## src/rtl/mem_arb_pkg.sv

```systemverilog
// Shared types for the two-port memory arbiter: FSM states, owner encoding, default widths.
// No logic of its own; imported by the interface, the round-robin picker and the top.
package mem_arb_pkg;

    localparam int ADDR_W_DEF = 32;
    localparam int DATA_W_DEF = 32;

    typedef enum logic [1:0] {
        ST_IDLE   = 2'd0,
        ST_ACCESS = 2'd1,
        ST_DONE   = 2'd2
    } state_e;

    typedef enum logic {
        OWN_INSTR = 1'b0,
        OWN_DATA  = 1'b1
    } owner_e;

    function automatic logic is_misaligned(input logic [1:0] lsb);
        return lsb != 2'b00;
    endfunction

endpackage

```

## src/rtl/mem_arbiter_if.sv

```systemverilog
// Requester and memory-side signals of mem_arbiter; slave = arbiter view, master = core/memory view.
// Requests are level-held until the one-cycle ack; no other backpressure exists on this bundle.
interface mem_arbiter_if
    import mem_arb_pkg::*;
#(
    parameter int ADDR_W = ADDR_W_DEF,
    parameter int DATA_W = DATA_W_DEF
) ();

    logic              i_req;
    logic [ADDR_W-1:0] i_addr;
    logic              i_ack;
    logic [DATA_W-1:0] i_rdata;
    logic              i_err;

    logic              d_req;
    logic              d_we;
    logic [ADDR_W-1:0] d_addr;
    logic [DATA_W-1:0] d_wdata;
    logic              d_ack;
    logic [DATA_W-1:0] d_rdata;
    logic              d_err;

    logic [ADDR_W-1:0] mem_address;
    logic [DATA_W-1:0] mem_data_in;
    logic              mem_we;
    logic [DATA_W-1:0] mem_data_out;

    logic              busy;

    modport slave (
        input  i_req, i_addr, d_req, d_we, d_addr, d_wdata, mem_data_out,
        output i_ack, i_rdata, i_err, d_ack, d_rdata, d_err,
               mem_address, mem_data_in, mem_we, busy
    );

    modport master (
        output i_req, i_addr, d_req, d_we, d_addr, d_wdata, mem_data_out,
        input  i_ack, i_rdata, i_err, d_ack, d_rdata, d_err,
               mem_address, mem_data_in, mem_we, busy
    );

endinterface

```

## src/rtl/rr_arbiter2.sv

```systemverilog
// Combinational 2-way round-robin pick between instruction and data requests.
// Zero latency; on a tie the port opposite the last grant wins.
module rr_arbiter2
    import mem_arb_pkg::*;
(
    input  logic   i_instr_req,
    input  logic   i_data_req,
    input  owner_e i_last_grant,
    output logic   o_gnt_vld,
    output owner_e o_gnt_owner
);

    always_comb begin
        o_gnt_vld   = i_instr_req | i_data_req;
        o_gnt_owner = OWN_INSTR;
        if (i_instr_req && i_data_req) begin
            o_gnt_owner = (i_last_grant == OWN_INSTR) ? OWN_DATA : OWN_INSTR;
        end else if (i_data_req) begin
            o_gnt_owner = OWN_DATA;
        end
    end

endmodule

```

## src/rtl/mem_arbiter.sv

```systemverilog
// Two-port round-robin arbiter serialising I-fetch and load/store onto one combinational-read memory.
// Grant->ack 2 cycles, one access per 3 cycles, requests held while busy; MEM_ARB_ALIGN_CHECK_EN flags misaligned accesses.
module mem_arbiter
    import mem_arb_pkg::*;
#(
    parameter int ADDR_W = ADDR_W_DEF,
    parameter int DATA_W = DATA_W_DEF
) (
    input  logic         clk,
    input  logic         reset,
    mem_arbiter_if.slave bus
);

    state_e            r_state;
    state_e            w_state_nxt;
    owner_e            r_owner;
    owner_e            r_last_grant;
    logic              r_we;
    logic [ADDR_W-1:0] r_mem_address;
    logic [DATA_W-1:0] r_mem_data_in;
    logic [DATA_W-1:0] r_i_rdata;
    logic [DATA_W-1:0] r_d_rdata;

    logic              w_gnt_vld;
    owner_e            w_gnt_owner;
    logic              w_grant;
    logic [ADDR_W-1:0] w_gnt_addr;
    logic              w_misalign;
    logic [DATA_W-1:0] w_rdata_cap;

    rr_arbiter2 u_rr (
        .i_instr_req  (bus.i_req),
        .i_data_req   (bus.d_req),
        .i_last_grant (r_last_grant),
        .o_gnt_vld    (w_gnt_vld),
        .o_gnt_owner  (w_gnt_owner)
    );

    assign w_gnt_addr = (w_gnt_owner == OWN_DATA) ? bus.d_addr : bus.i_addr;

    always_comb begin
        w_state_nxt = r_state;
        w_grant     = 1'b0;
        case (r_state)
            ST_IDLE: begin
                if (w_gnt_vld) begin
                    w_grant     = 1'b1;
                    w_state_nxt = ST_ACCESS;
                end
            end
            ST_ACCESS: w_state_nxt = ST_DONE;
            ST_DONE:   w_state_nxt = ST_IDLE;
            default:   w_state_nxt = ST_IDLE;
        endcase
    end

    always_ff @(posedge clk) begin
        if (reset) begin
            r_state       <= ST_IDLE;
            r_owner       <= OWN_INSTR;
            r_last_grant  <= OWN_DATA;
            r_we          <= 1'b0;
            r_mem_address <= '0;
            r_mem_data_in <= '0;
            r_i_rdata     <= '0;
            r_d_rdata     <= '0;
        end else begin
            r_state <= w_state_nxt;
            if (w_grant) begin
                r_owner       <= w_gnt_owner;
                r_last_grant  <= w_gnt_owner;
                r_mem_address <= w_gnt_addr;
                if (w_gnt_owner == OWN_DATA) begin
                    r_mem_data_in <= bus.d_wdata;
                    r_we          <= bus.d_we & ~w_misalign;
                end else begin
                    r_we <= 1'b0;
                end
            end
            // Stores capture the pre-write word: the memory updates at the end of this cycle.
            if (r_state == ST_ACCESS) begin
                if (r_owner == OWN_INSTR) begin
                    r_i_rdata <= w_rdata_cap;
                end else begin
                    r_d_rdata <= w_rdata_cap;
                end
            end
        end
    end

`ifdef MEM_ARB_ALIGN_CHECK_EN
    logic r_misalign;
    logic r_i_err;
    logic r_d_err;

    assign w_misalign  = is_misaligned(w_gnt_addr[1:0]);
    assign w_rdata_cap = r_misalign ? '0 : bus.mem_data_out;

    always_ff @(posedge clk) begin
        if (reset) begin
            r_misalign <= 1'b0;
            r_i_err    <= 1'b0;
            r_d_err    <= 1'b0;
        end else begin
            if (w_grant) begin
                r_misalign <= w_misalign;
            end
            if (r_state == ST_ACCESS) begin
                if (r_owner == OWN_INSTR) begin
                    r_i_err <= r_misalign;
                end else begin
                    r_d_err <= r_misalign;
                end
            end
        end
    end

    assign bus.i_err = r_i_err;
    assign bus.d_err = r_d_err;
`else
    assign w_misalign  = 1'b0;
    assign w_rdata_cap = bus.mem_data_out;
    assign bus.i_err   = 1'b0;
    assign bus.d_err   = 1'b0;
`endif

    // Reset masks the write strobe so an aborted store never reaches memory.
    assign bus.mem_we      = (r_state == ST_ACCESS) & r_we & ~reset;
    assign bus.mem_address = r_mem_address;
    assign bus.mem_data_in = r_mem_data_in;
    assign bus.i_rdata     = r_i_rdata;
    assign bus.d_rdata     = r_d_rdata;
    assign bus.i_ack       = (r_state == ST_DONE) && (r_owner == OWN_INSTR);
    assign bus.d_ack       = (r_state == ST_DONE) && (r_owner == OWN_DATA);
    assign bus.busy        = (r_state != ST_IDLE);

endmodule

```

## src/flat_wrapper.sv

```systemverilog
// flat-port wrapper written by rule: the top's interface ports become plain ports
module mem_arbiter_flat import mem_arb_pkg::*;
#(
    parameter int ADDR_W = ADDR_W_DEF,
    parameter int DATA_W = DATA_W_DEF
)
  (clk, reset, bus_i_req, bus_i_addr, bus_d_req, bus_d_we, bus_d_addr, bus_d_wdata, bus_mem_data_out, bus_i_ack, bus_i_rdata, bus_i_err, bus_d_ack, bus_d_rdata, bus_d_err, bus_mem_address, bus_mem_data_in, bus_mem_we, bus_busy);
  mem_arbiter_if #(.ADDR_W(ADDR_W), .DATA_W(DATA_W)) bus_i ();
  input  logic clk;
  input  logic reset;
  input wire logic [$bits(bus_i.i_req)-1:0] bus_i_req;
  input wire logic [$bits(bus_i.i_addr)-1:0] bus_i_addr;
  input wire logic [$bits(bus_i.d_req)-1:0] bus_d_req;
  input wire logic [$bits(bus_i.d_we)-1:0] bus_d_we;
  input wire logic [$bits(bus_i.d_addr)-1:0] bus_d_addr;
  input wire logic [$bits(bus_i.d_wdata)-1:0] bus_d_wdata;
  input wire logic [$bits(bus_i.mem_data_out)-1:0] bus_mem_data_out;
  output wire logic [$bits(bus_i.i_ack)-1:0] bus_i_ack;
  output wire logic [$bits(bus_i.i_rdata)-1:0] bus_i_rdata;
  output wire logic [$bits(bus_i.i_err)-1:0] bus_i_err;
  output wire logic [$bits(bus_i.d_ack)-1:0] bus_d_ack;
  output wire logic [$bits(bus_i.d_rdata)-1:0] bus_d_rdata;
  output wire logic [$bits(bus_i.d_err)-1:0] bus_d_err;
  output wire logic [$bits(bus_i.mem_address)-1:0] bus_mem_address;
  output wire logic [$bits(bus_i.mem_data_in)-1:0] bus_mem_data_in;
  output wire logic [$bits(bus_i.mem_we)-1:0] bus_mem_we;
  output wire logic [$bits(bus_i.busy)-1:0] bus_busy;
  assign bus_i.i_req = bus_i_req;
  assign bus_i.i_addr = bus_i_addr;
  assign bus_i.d_req = bus_d_req;
  assign bus_i.d_we = bus_d_we;
  assign bus_i.d_addr = bus_d_addr;
  assign bus_i.d_wdata = bus_d_wdata;
  assign bus_i.mem_data_out = bus_mem_data_out;
  assign bus_i_ack = bus_i.i_ack;
  assign bus_i_rdata = bus_i.i_rdata;
  assign bus_i_err = bus_i.i_err;
  assign bus_d_ack = bus_i.d_ack;
  assign bus_d_rdata = bus_i.d_rdata;
  assign bus_d_err = bus_i.d_err;
  assign bus_mem_address = bus_i.mem_address;
  assign bus_mem_data_in = bus_i.mem_data_in;
  assign bus_mem_we = bus_i.mem_we;
  assign bus_busy = bus_i.busy;
  mem_arbiter #(.ADDR_W(ADDR_W), .DATA_W(DATA_W)) u_core (.clk(clk), .reset(reset), .bus(bus_i));
endmodule
```

## config.mk

```make
export PLATFORM = sky130hd
export DESIGN_NAME = mem_arbiter_flat
export DESIGN_NICKNAME = d
export VERILOG_FILES = /design/src/rtl/mem_arb_pkg.sv /design/src/rtl/mem_arbiter_if.sv /design/src/rtl/rr_arbiter2.sv /design/src/rtl/mem_arbiter.sv /design/src/flat_wrapper.sv
export SDC_FILE = /design/constraint.sdc
export NUM_CORES = 1
export LEC_CHECK = 0
export CAP_MARGIN = 15
export CORE_MARGIN = 2
export CORE_UTILIZATION = 30
export DETAILED_ROUTE_END_ITERATION = 8
export PLACE_DENSITY = 0.72
export SETUP_SLACK_MARGIN = 0.02
export SYNTH_ARGS = -nofsm -noshare
export SYNTH_HDL_FRONTEND = slang
export SYNTH_SLANG_ARGS = --single-unit
```

## constraint.sdc

```tcl
create_clock -name clk -period 1.63 [get_ports clk]
set_input_delay 0.163 -clock clk [delete_from_list [all_inputs] [get_ports clk]]
set_output_delay 0.163 -clock clk [all_outputs]
set_load 0.03 [all_outputs]
```

==> summary.txt <==
Final layout
  • P&R area growth vs syn: 74.2%
  • Layout cells sized above 1: 7.62%
  • Post-Layout Cell Count: 1112
  • Fin nets: 1012
  • Antenna cells: 0

Yosys
  • Cells after synthesis: 636
  • Count leader, synth: nand2_1
  • Syn_area_per_cell: 8.00 um^2
  • Post-synth top area share: 52.3%
  • Share of flip-flops with an asynchronous set or reset: 0%
  • Post-synth EDFFs: 0
  • Synth unique cells: 24
  • FF+latch count, synth: 133
  • Commonest cells post-synth: nand2_1 (194), dfxtp_1 (133), a21oi_1 (130), o21ai_0 (34), nand3_1 (33)
  • Ys flop type: dfxtp_1
  • Syn. warnings: 0
  • Netlist area before placement: 5090 um^2
  • Ranking of synthesized cells by area: dfxtp_1 (52%), nand2_1 (14%), a21oi_1 (13%), a311oi_1 (5.5%), o21ai_0 (3.3%)
  • Post-synth top area cell: dfxtp_1
  • Post-synthesis sequential area ratio: 52.3%

Clock tree
  • Total CTS buffers: 17
  • Clock latency at the later pin of the worst-skew pair: 410 ps
  • Root Buffer: clkbuf_16
  • Reg clk slew, reported paths: 60 ps
  • H-tree depth: 4
  • Clock buffer depth: 2
  • Sinks on Clock Net: 133
  • CTS tree: done

Critical path
  • Critical path destination: bus_mem_address[24]
  • Crit-path cells: clkdlybuf4s50_1
  • Crit Reg-Reg Endpoint: u_core.bus.mem_address[21]
  • Depth of the most critical reg-to-reg path: 5
  • Slowest-stage cell, CP: clkdlybuf4s50_1
  • Worst Setup SP: u_core.bus.mem_address[24]
  • Worst-path fanout max: 2
  • Crit path depth: 1
  • Crit Path Class: flop to output pin
  • R2R setup slack: 210 ps
  • Max stage delay on crit path: 670 ps
  • CP delay by family, top: buffers and inverters
  • Worst path required time: 1470 ps
  • Buf+Inv Stages, Crit Path: 1
  • Crit end category: output pin
  • Startpoint Class: flop
  • Crit Reg-Reg Startpoint: u_core.r_state[1]
  • Arr. time, crit path: 1420 ps

Timing
  • Unrepaired setup endpoints after global routing: no
  • Final Cycle Share: 96.9%
  • Min Hold Slack: 102 ps
  • PnR worst setup slack: 50.9 ps
  • Clk_skew: 7.64 ps
  • Count of pins over their slew limit: 0
  • Peak Freq: 633 MHz
  • Minimum clock period: 1580 ps
  • Endpoints failing hold: 0
  • Final setup viols: 0
  • Total Neg Setup Slack: 0 ps

Power
  • Net switching share of the total power: 27.0%
  • Sw power: 2720 uW
  • PwrDens: 1140 nW/um^2
  • P_leak: 0.00445 uW
  • VDD IR-drop max: 0.669 mV
  • Reg power frac: 35.6%
  • Clock network fraction of design power: 45.1%
  • Logic pwr share: 19.3%
  • Int Pwr: 7360 uW

Floorplanning
  • Core area: 16600 um^2
  • I/O pins: 267
  • Initial Utilization: 30.7%
  • FP Rows: 47
  • Die X: 134 um
  • Die Height: 134 um
  • Die area: 18000 um^2

Routing
  • Detailed Route Iter0 Violations: 246
  • DRC viols: 0
  • Final ANT Viol Nets: 0
  • Wirelength per Cell: 15.6 um
  • Vias: 5461
  • First drt pass iteration count: 4
  • Vias per cell: 4.91
  • WL final: 17.4 mm

Placement
  • I/O Buffers: 264
  • Placed insts: 1079
  • Final Wtd Congestion: 0.771
  • Dpl ws: 8.30 ps
  • Dpl hpwl: 11.7 mm

GRT
  • First-pass GRT wire length: 26.8 mm
  • Initial antenna violation count: 0
  • Grt total ovfl: 0
  • Tot GR Track Use: 18.6%
  • Vias in the first global route: 5312
  • Largest net degree at the start of global routing: 78

Run
  • MaxCap Viol Count: 0

Min path
  • Hold Crit Depth: 2
  • Hold Crit Class: input port to flop

Run status
  • Status: finished, final reports clean
## layout by cell type, fill, tap and decap left out, types with 2 or more instances in the layout
cell / Yosys / routed
inv_6: 0 / 3
nand2_1: 194 / 194
conb_1: 1 / 2
clkdlybuf4s50_1: 0 / 148
clkinvlp_4: 0 / 2
dfxtp_1: 133 / 131
dlymetal6s2s_1: 0 / 67
clkbuf_16: 0 / 17
nand3_1: 33 / 33
clkinv_4: 0 / 2
and3b_1: 2 / 2
bufinv_16: 0 / 7
dlygate4sd2_1: 0 / 44
a21oi_1: 130 / 130
buf_12: 0 / 13
o21ai_0: 34 / 34
buf_4: 7 / 12
nor2_1: 2 / 2
a311oi_1: 32 / 32
## cell type report
cell class              count  area [um^2]
clock buffers              17          425
fillers                  1573         7720
inverters                   1         6.26
flip-flops and latches    133         2670
multi-input cells         441         2150
well taps                 220          275
clock inverters            15          274
repair buffers            285         3070
## flip-flops by register name, indices dropped and copies added, names as in the netlist
| register | count |
|---|---|
| u_core.bus.d_rdata | 32 |
| u_core.bus.mem_data_in | 32 |
| u_core.bus.i_rdata | 32 |
| u_core.r_last_grant | 1 |
| u_core.bus.mem_address | 32 |
| u_core.r_state | 2 |
| u_core.r_owner | 1 |
| u_core.r_we | 1 |
## cells by family after synthesis
group                  after synthesis  synth area share (%)
AND/OR/NAND/NOR                    240                  19.4
AO/OA/AOI/OAI                      199                  22.3
flip-flops                         133                  52.3
buffers and inverters               63                  5.95
other                                1                0.0737
## metal layers
| metal | share of wire [%] | GRT usage, % |
|---|---|---|
| met5 | 0 | 0 |
| met1 | 42 | 21.3 |
| met2 | 47 | 31.3 |
| met3 | 8.8 | 6.95 |
| met4 | 2.3 | 7.31 |
## power groups by stage
stage / Sequential, uW / Clock [uW] / Combinational [uW]
after floorplan: 4050 / 0 / 618
after global placement: 3650 / 0 / 2000
after detailed placement: 3660 / 0 / 2010
after CTS: 3590 / 4630 / 1970
after global routing: 3610 / 4770 / 2080
final: 3580 / 4540 / 1950
## worst min path at each step
| stage | from | endpoint | slack, ps |
|---|---|---|---|
| after floorplan | bus_mem_data_out[10] | u_core.bus.i_rdata[10] | 300 |
| after global placement | u_core.bus.i_rdata[18] | u_core.bus.i_rdata[18] | 440 |
| after detailed placement | u_core.bus.d_rdata[16] | u_core.bus.d_rdata[16] | 450 |
| after CTS | reset | u_core.bus.mem_address[6] | 90 |
| after global routing | reset | u_core.bus.mem_address[16] | 110 |
| final | reset | u_core.bus.mem_address[15] | 100 |
## what timing repair did
item	in CTS	in global routing
gates cloned	0	0
buffers inserted	0	1
pin swaps	1	1
gates resized for setup	49	68
hold buffers	0	0
setup endpoints to repair	47	69
## stage by stage
step                      utilization (%)  area [um^2]  power, uW
after detailed placement             48.4         8030       5670
after CTS                            52.4         8690      10200
after global routing                 53.5         8870      10500
after global placement               48.4         8030       5650
final                                53.5         8870      10100
after floorplan                         -         5090       4670
(Power assumes the default switching activity.)
